$ cat src/rtl/prbs_pattern_gen.sv
// Header-plus-PRBS-15 byte stream generator for the link test path.
// Optional build macro GEN_ERR_INJECT_EN adds a one-shot header error injector on err_inject.
module prbs_pattern_gen #(
    parameter logic [31:0] PATTERN   = 32'hABCDEF23,
    parameter logic [14:0] PRBS_SEED = 15'h7FFF
) (
    input  logic       clk,
    input  logic       rst,
    input  logic       start,
    input  logic [7:0] n_pattern,
    input  logic [7:0] n_prbs,
`ifdef GEN_ERR_INJECT_EN
    input  logic       err_inject,
`endif
    output logic [7:0] out_PRBS,
    output logic       out_valid,
    output logic       busy,
    output logic       done
);

    localparam logic [1:0] ST_IDLE = 2'd0;
    localparam logic [1:0] ST_HDR  = 2'd1;
    localparam logic [1:0] ST_PRBS = 2'd2;
    localparam logic [1:0] ST_DONE = 2'd3;

    logic [1:0]  state_r;
    logic [1:0]  byte_idx_r;
    logic [7:0]  rep_cnt_r;
    logic [7:0]  prbs_cnt_r;
    logic [7:0]  n_pattern_r;
    logic [7:0]  n_prbs_r;
    logic [14:0] lfsr_r;

    logic [22:0] prbs_s;
    logic [7:0]  hdr_byte_s;
    logic [7:0]  hdr_err_s;
    logic        hdr_last_s;
    logic        prbs_last_s;

    // Eight x^15+x^14+1 steps; returns {next_state, byte} with the first bit in byte[7].
    function automatic logic [22:0] prbs_byte(input logic [14:0] state);
        logic [14:0] l;
        logic [7:0]  b;
        logic        fb;
        l = state;
        b = 8'h00;
        for (int i = 0; i < 8; i++) begin
            fb = l[14] ^ l[13];
            l  = {l[13:0], fb};
            b  = {b[6:0], fb};
        end
        return {l, b};
    endfunction

`ifdef GEN_ERR_INJECT_EN
    logic armed_r;

    // One-shot injection flag: consumed by the next header byte, re-armed by any pulse.
    always_ff @(posedge clk or negedge rst) begin
        if (!rst) begin
            armed_r <= 1'b0;
        end else if ((state_r == ST_HDR) && armed_r) begin
            armed_r <= err_inject;
        end else begin
            armed_r <= armed_r | err_inject;
        end
    end

    // Error mask applied to header bytes.
    always_comb begin
        hdr_err_s = 8'h00;
        if (armed_r) begin
            hdr_err_s = 8'h01;
        end else begin
            hdr_err_s = 8'h00;
        end
    end
`else
    // No injection in this build.
    always_comb begin
        hdr_err_s = 8'h00;
    end
`endif

    // Next-byte selection and end-of-phase detection.
    always_comb begin
        prbs_s      = prbs_byte(lfsr_r);
        hdr_last_s  = (byte_idx_r == 2'd3) && (rep_cnt_r == (n_pattern_r - 8'd1));
        prbs_last_s = (prbs_cnt_r == (n_prbs_r - 8'd1));
        case (byte_idx_r)
            2'd0:    hdr_byte_s = PATTERN[31:24];
            2'd1:    hdr_byte_s = PATTERN[23:16];
            2'd2:    hdr_byte_s = PATTERN[15:8];
            2'd3:    hdr_byte_s = PATTERN[7:0];
            default: hdr_byte_s = 8'h00;
        endcase
    end

    // Sequencer with registered outputs.
    always_ff @(posedge clk or negedge rst) begin
        if (!rst) begin
            state_r     <= ST_IDLE;
            byte_idx_r  <= 2'd0;
            rep_cnt_r   <= 8'd0;
            prbs_cnt_r  <= 8'd0;
            n_pattern_r <= 8'd0;
            n_prbs_r    <= 8'd0;
            lfsr_r      <= PRBS_SEED;
            out_PRBS    <= 8'h00;
            out_valid   <= 1'b0;
            busy        <= 1'b0;
            done        <= 1'b0;
        end else begin
            case (state_r)
                ST_IDLE: begin
                    out_valid <= 1'b0;
                    busy      <= 1'b0;
                    done      <= 1'b0;
                    if (start) begin
                        n_pattern_r <= n_pattern;
                        n_prbs_r    <= n_prbs;
                        lfsr_r      <= PRBS_SEED;
                        byte_idx_r  <= 2'd0;
                        rep_cnt_r   <= 8'd0;
                        prbs_cnt_r  <= 8'd0;
                        if (n_pattern != 8'd0) begin
                            state_r <= ST_HDR;
                        end else if (n_prbs != 8'd0) begin
                            state_r <= ST_PRBS;
                        end else begin
                            state_r <= ST_DONE;
                        end
                    end
                end
                ST_HDR: begin
                    out_PRBS   <= hdr_byte_s ^ hdr_err_s;
                    out_valid  <= 1'b1;
                    busy       <= 1'b1;
                    byte_idx_r <= byte_idx_r + 2'd1;
                    if (byte_idx_r == 2'd3) begin
                        if (hdr_last_s) begin
                            state_r <= (n_prbs_r != 8'd0) ? ST_PRBS : ST_DONE;
                        end else begin
                            rep_cnt_r <= rep_cnt_r + 8'd1;
                        end
                    end
                end
                ST_PRBS: begin
                    out_PRBS   <= prbs_s[7:0];
                    lfsr_r     <= prbs_s[22:8];
                    out_valid  <= 1'b1;
                    busy       <= 1'b1;
                    prbs_cnt_r <= prbs_cnt_r + 8'd1;
                    if (prbs_last_s) begin
                        state_r <= ST_DONE;
                    end
                end
                ST_DONE: begin
                    out_valid <= 1'b0;
                    busy      <= 1'b0;
                    done      <= 1'b1;
                    state_r   <= ST_IDLE;
                end
                default: begin
                    out_valid <= 1'b0;
                    busy      <= 1'b0;
                    done      <= 1'b0;
                    state_r   <= ST_IDLE;
                end
            endcase
        end
    end

endmodule

$ cat config.mk
export PLATFORM = sky130hd
export DESIGN_NAME = prbs_pattern_gen
export DESIGN_NICKNAME = d
export VERILOG_FILES = /design/src/rtl/prbs_pattern_gen.sv
export SDC_FILE = /design/constraint.sdc
export NUM_CORES = 1
export LEC_CHECK = 0
export BUFFER_PORTS_ARGS = -buffer_cell sky130_fd_sc_hd__buf_2
export CORE_MARGIN = 3
export CORE_UTILIZATION = 59
export DETAILED_ROUTE_END_ITERATION = 16
export PLACE_DENSITY = 0.75
export REMOVE_ABC_BUFFERS = 1
export SKIP_LAST_GASP = 1
export SLEW_MARGIN = 10
export SYNTH_ARGS = -nofsm -noshare
export SYNTH_HDL_FRONTEND = slang
export SYNTH_SLANG_ARGS = --single-unit
$ cat constraint.sdc
create_clock -name clk -period 2.91 [get_ports clk]
set_input_delay 0.582 -clock clk [delete_from_list [all_inputs] [get_ports clk]]
set_output_delay 0.582 -clock clk [all_outputs]
set_load 0.1 [all_outputs]
==> impl_metrics.tcl <==
set metrics [dict create \
    post_cts_buffers 0 \
    crit_arrival_ps 2920 \
    fin_crit_ps 2660 \
    slew_viol_final 0 \
    power_density_nw_per_um2 1230 \
    avgSynthCellArea_sq_um 10.5 \
    power.share.sequential_pct 34.6 \
    num_vias 2416 \
    p_switching_mw 2.00 \
    layout.cells.non_filler 418 \
    p_comb_share_pct 46.6 \
    ys_seq_area_share_pct 47.4 \
    ys.flop_type "dfrtp_1" \
    clk_latency_ps 340 \
    layout-drive-gt1-share_pct 27.6 \
    top_layer "met4" \
    syn-instance-count 309 \
    skew_ps 7.90 \
    final_core_util_pct 70.6 \
    peakVddDrop_v 0.00110 \
    ant_nets 0 \
    finalPower_mw 4.55 \
    start_util_pct 62.2 \
    wl_met1_um 3000 \
    critical_path_class "reg -> reg" \
    wl_um 6550 \
    clock_power_share_pct 18.8 \
    p_leak_nw 1.58 \
    stdcell_area_sq_um 3700 \
    grt.total_usage_pct 22.9 \
    nets 373 \
    route.detailed.drc 0 \
    grt_antenna_before_repair 0 \
    crit_path_end_kind "flip-flop" \
    holdBufCountCts 0 \
    max-cap-violations 0 \
    relSlewSlack_pct 49.2 \
    placement.io_buffers 29 \
    outcome "completed" \
    clockBufferDepth 2 \
    yosys.area.top_type "dfrtp_1" \
    wire_per_inst_um 15.7 \
    yosys-top-cells-count "dfrtp_1, nor2_1, mux2_2" \
    period_share_pct 91.4 \
    placementRows 26 \
    synth.most_common_cell "dfrtp_1" \
    wl_met3_um 249 \
    grt_pass1_wl_um 11100 \
    met2_length_um 3160 \
    drt_iter0_drc 89 \
    dp.cells 402 \
    die_height_um 80.3 \
    rsz0062_at_grt "no" \
    synth_area_sq_um 3260 \
    io-pin-count 30 \
    netlist_top_cells_area "dfrtp_1, dfstp_2, mux2_2" \
    via_per_inst 5.78 \
    hpwl_um 4640 \
    yosysUniqueCellTypes 51 \
    cts.clk_slew.worst_paths_ps 70 \
    post-place-ws_ps 268 \
    grt.overflow.total 0 \
    core_sq_um 5240 \
    cp_max_fo 16 \
    p_int_mw 2.55 \
    ys_async_sr_fraction_pct 100 \
    hold_viol 0 \
    grt_max_degree 62 \
    worstReg2RegStart "n_pattern_r[0]$_DFFE_PN0P_" \
    synth-seq-cells 61 \
    dpl_cell_area_sq_um 3470 \
    clock_sink_count 61 \
    setup_violations 0 \
    crit_required_ps 3170 \
    postCtsResizedCells 0 \
    dieArea_sq_um 6450 \
    max_freq_ghz 0.376 \
    worst_slew_pin_slew_ps 763 \
    start_kind "flip-flop" \
    htreeDepth 3 \
    clockRootBuffer "clkbuf_8" \
    synth-edff-count 0 \
    routabilityCongestion 0.828 \
    yosys_warnings 0 \
    diodes 0 \
    drtPass1Iterations 5 \
    area_delta_synth_final_pct 13.5 \
    p_sw_share_pct 44.0 \
    worst_slack_ps 250 \
    hp-class "in -> async" \
    numCtsBuffers 9 \
    synth_top_cell_area_share_pct 35.3 \
    cts_tree "done" \
    first_global_vias 2297 \
    cp-startpoint "n_pattern_r[0]$_DFFE_PN0P_" \
    die_w_um 80.3 \
]
[area by class of cell]
cell class                 instances  area [sq um]
tap                               70          87.6
timing repair buffer              33           175
clock inverter                     3          67.6
fill                             403          1540
multi-input combinational        224          1610
sequential                        61          1550
inverter                          14          52.6
clock buffer                      13           159
[cells by family (layout without fill, tap and decap cells)]
group | count (synthesis) | count (layout) | share of synthesized area [%]
and+or+nand+nor | 100 | 100 | 16.5
muxes | 24 | 24 | 8.14
adders and majority gates | 11 | 11 | 4.23
buffers and inverters | 24 | 63 | 3.15
AOI/OAI and AO/OA | 59 | 59 | 12.4
xor gates and xnor gates | 30 | 30 | 8.07
DFF | 61 | 61 | 47.4
[cell usage in the layout, fill, tap and decap left out, types with 5 or more instances in the layout]
| master | netlist | layout |
|---|---|---|
| a21oi_1 | 11 | 11 |
| xor2_1 | 18 | 18 |
| nor2_1 | 26 | 26 |
| o22a_1 | 12 | 12 |
| mux2_2 | 20 | 20 |
| or3_2 | 6 | 6 |
| nand3_1 | 10 | 10 |
| o21ai_0 | 17 | 16 |
| nor4_1 | 5 | 5 |
| nand2b_1 | 5 | 5 |
| buf_2 | 0 | 29 |
| dfrtp_1 | 46 | 46 |
| clkbuf_8 | 0 | 11 |
| xnor2_1 | 12 | 12 |
| inv_1 | 12 | 12 |
| nand2_1 | 18 | 18 |
| dfstp_2 | 15 | 15 |
| ha_1 | 11 | 11 |
[critical path, stage by stage, from the launching register on]
cell and delay, ps:
dfrtp_1 420, inv_1 70, ha_1 180, or3b_2 490, o21ai_0 90, a21boi_0 90
o21ai_0 360, o31ai_4 180, or3_2 510, a21oi_1 200
[per-stage QoR]
step,hold WS [ps],setup TNS [ps]
after floorplan,286,-531
after global placement,450,0
after detailed placement,471,0
after CTS,410,0
after global routing,430,0
final,383,0
[path summary, 6_finish.rpt]
path	slack, ps	endpoint	cells past startpoint
setup / recovery	250	rep_cnt_r[4]$_DFFE_PN0P_	9
hold / removal	380	rep_cnt_r[4]$_DFFE_PN0P_	2
setup reg to reg	250	rep_cnt_r[4]$_DFFE_PN0P_	9
hold reg to reg	480	out_PRBS[4]$_DFFE_PN0P_	2
max in group asynchronous	2010	prbs_cnt_r[1]$_DFFE_PN0P_	2
min in group clk	480	out_PRBS[4]$_DFFE_PN0P_	2
[power by group through the flow]
stage                     Combinational (mW)  Sequential [mW]  Clock, mW
final                                   2.12             1.57      0.853
after global routing                    2.31             1.63      0.904
after CTS                               2.13             1.57      0.870
after detailed placement                2.11             1.58          0
after global placement                  2.06             1.57          0
after floorplan                         1.24             1.96          0
[sequential cells by signal, summed over array words and instances (netlist names)]
signal / cells
lfsr_r: 15
n_pattern_r: 8
n_prbs_r: 8
out_PRBS: 8
prbs_cnt_r: 8
rep_cnt_r: 8
byte_idx_r: 2
state_r: 2
busy: 1
done: 1
[routing by layer]
metal | GRT usage (%) | vias up
li1 | - | 1173
met1 | 30.5 | 1181
met2 | 35.6 | 46
met3 | 5.49 | 16
met4 | 9.80 | 0
met5 | 0 | -
Power figures use the tool's default switching activity.
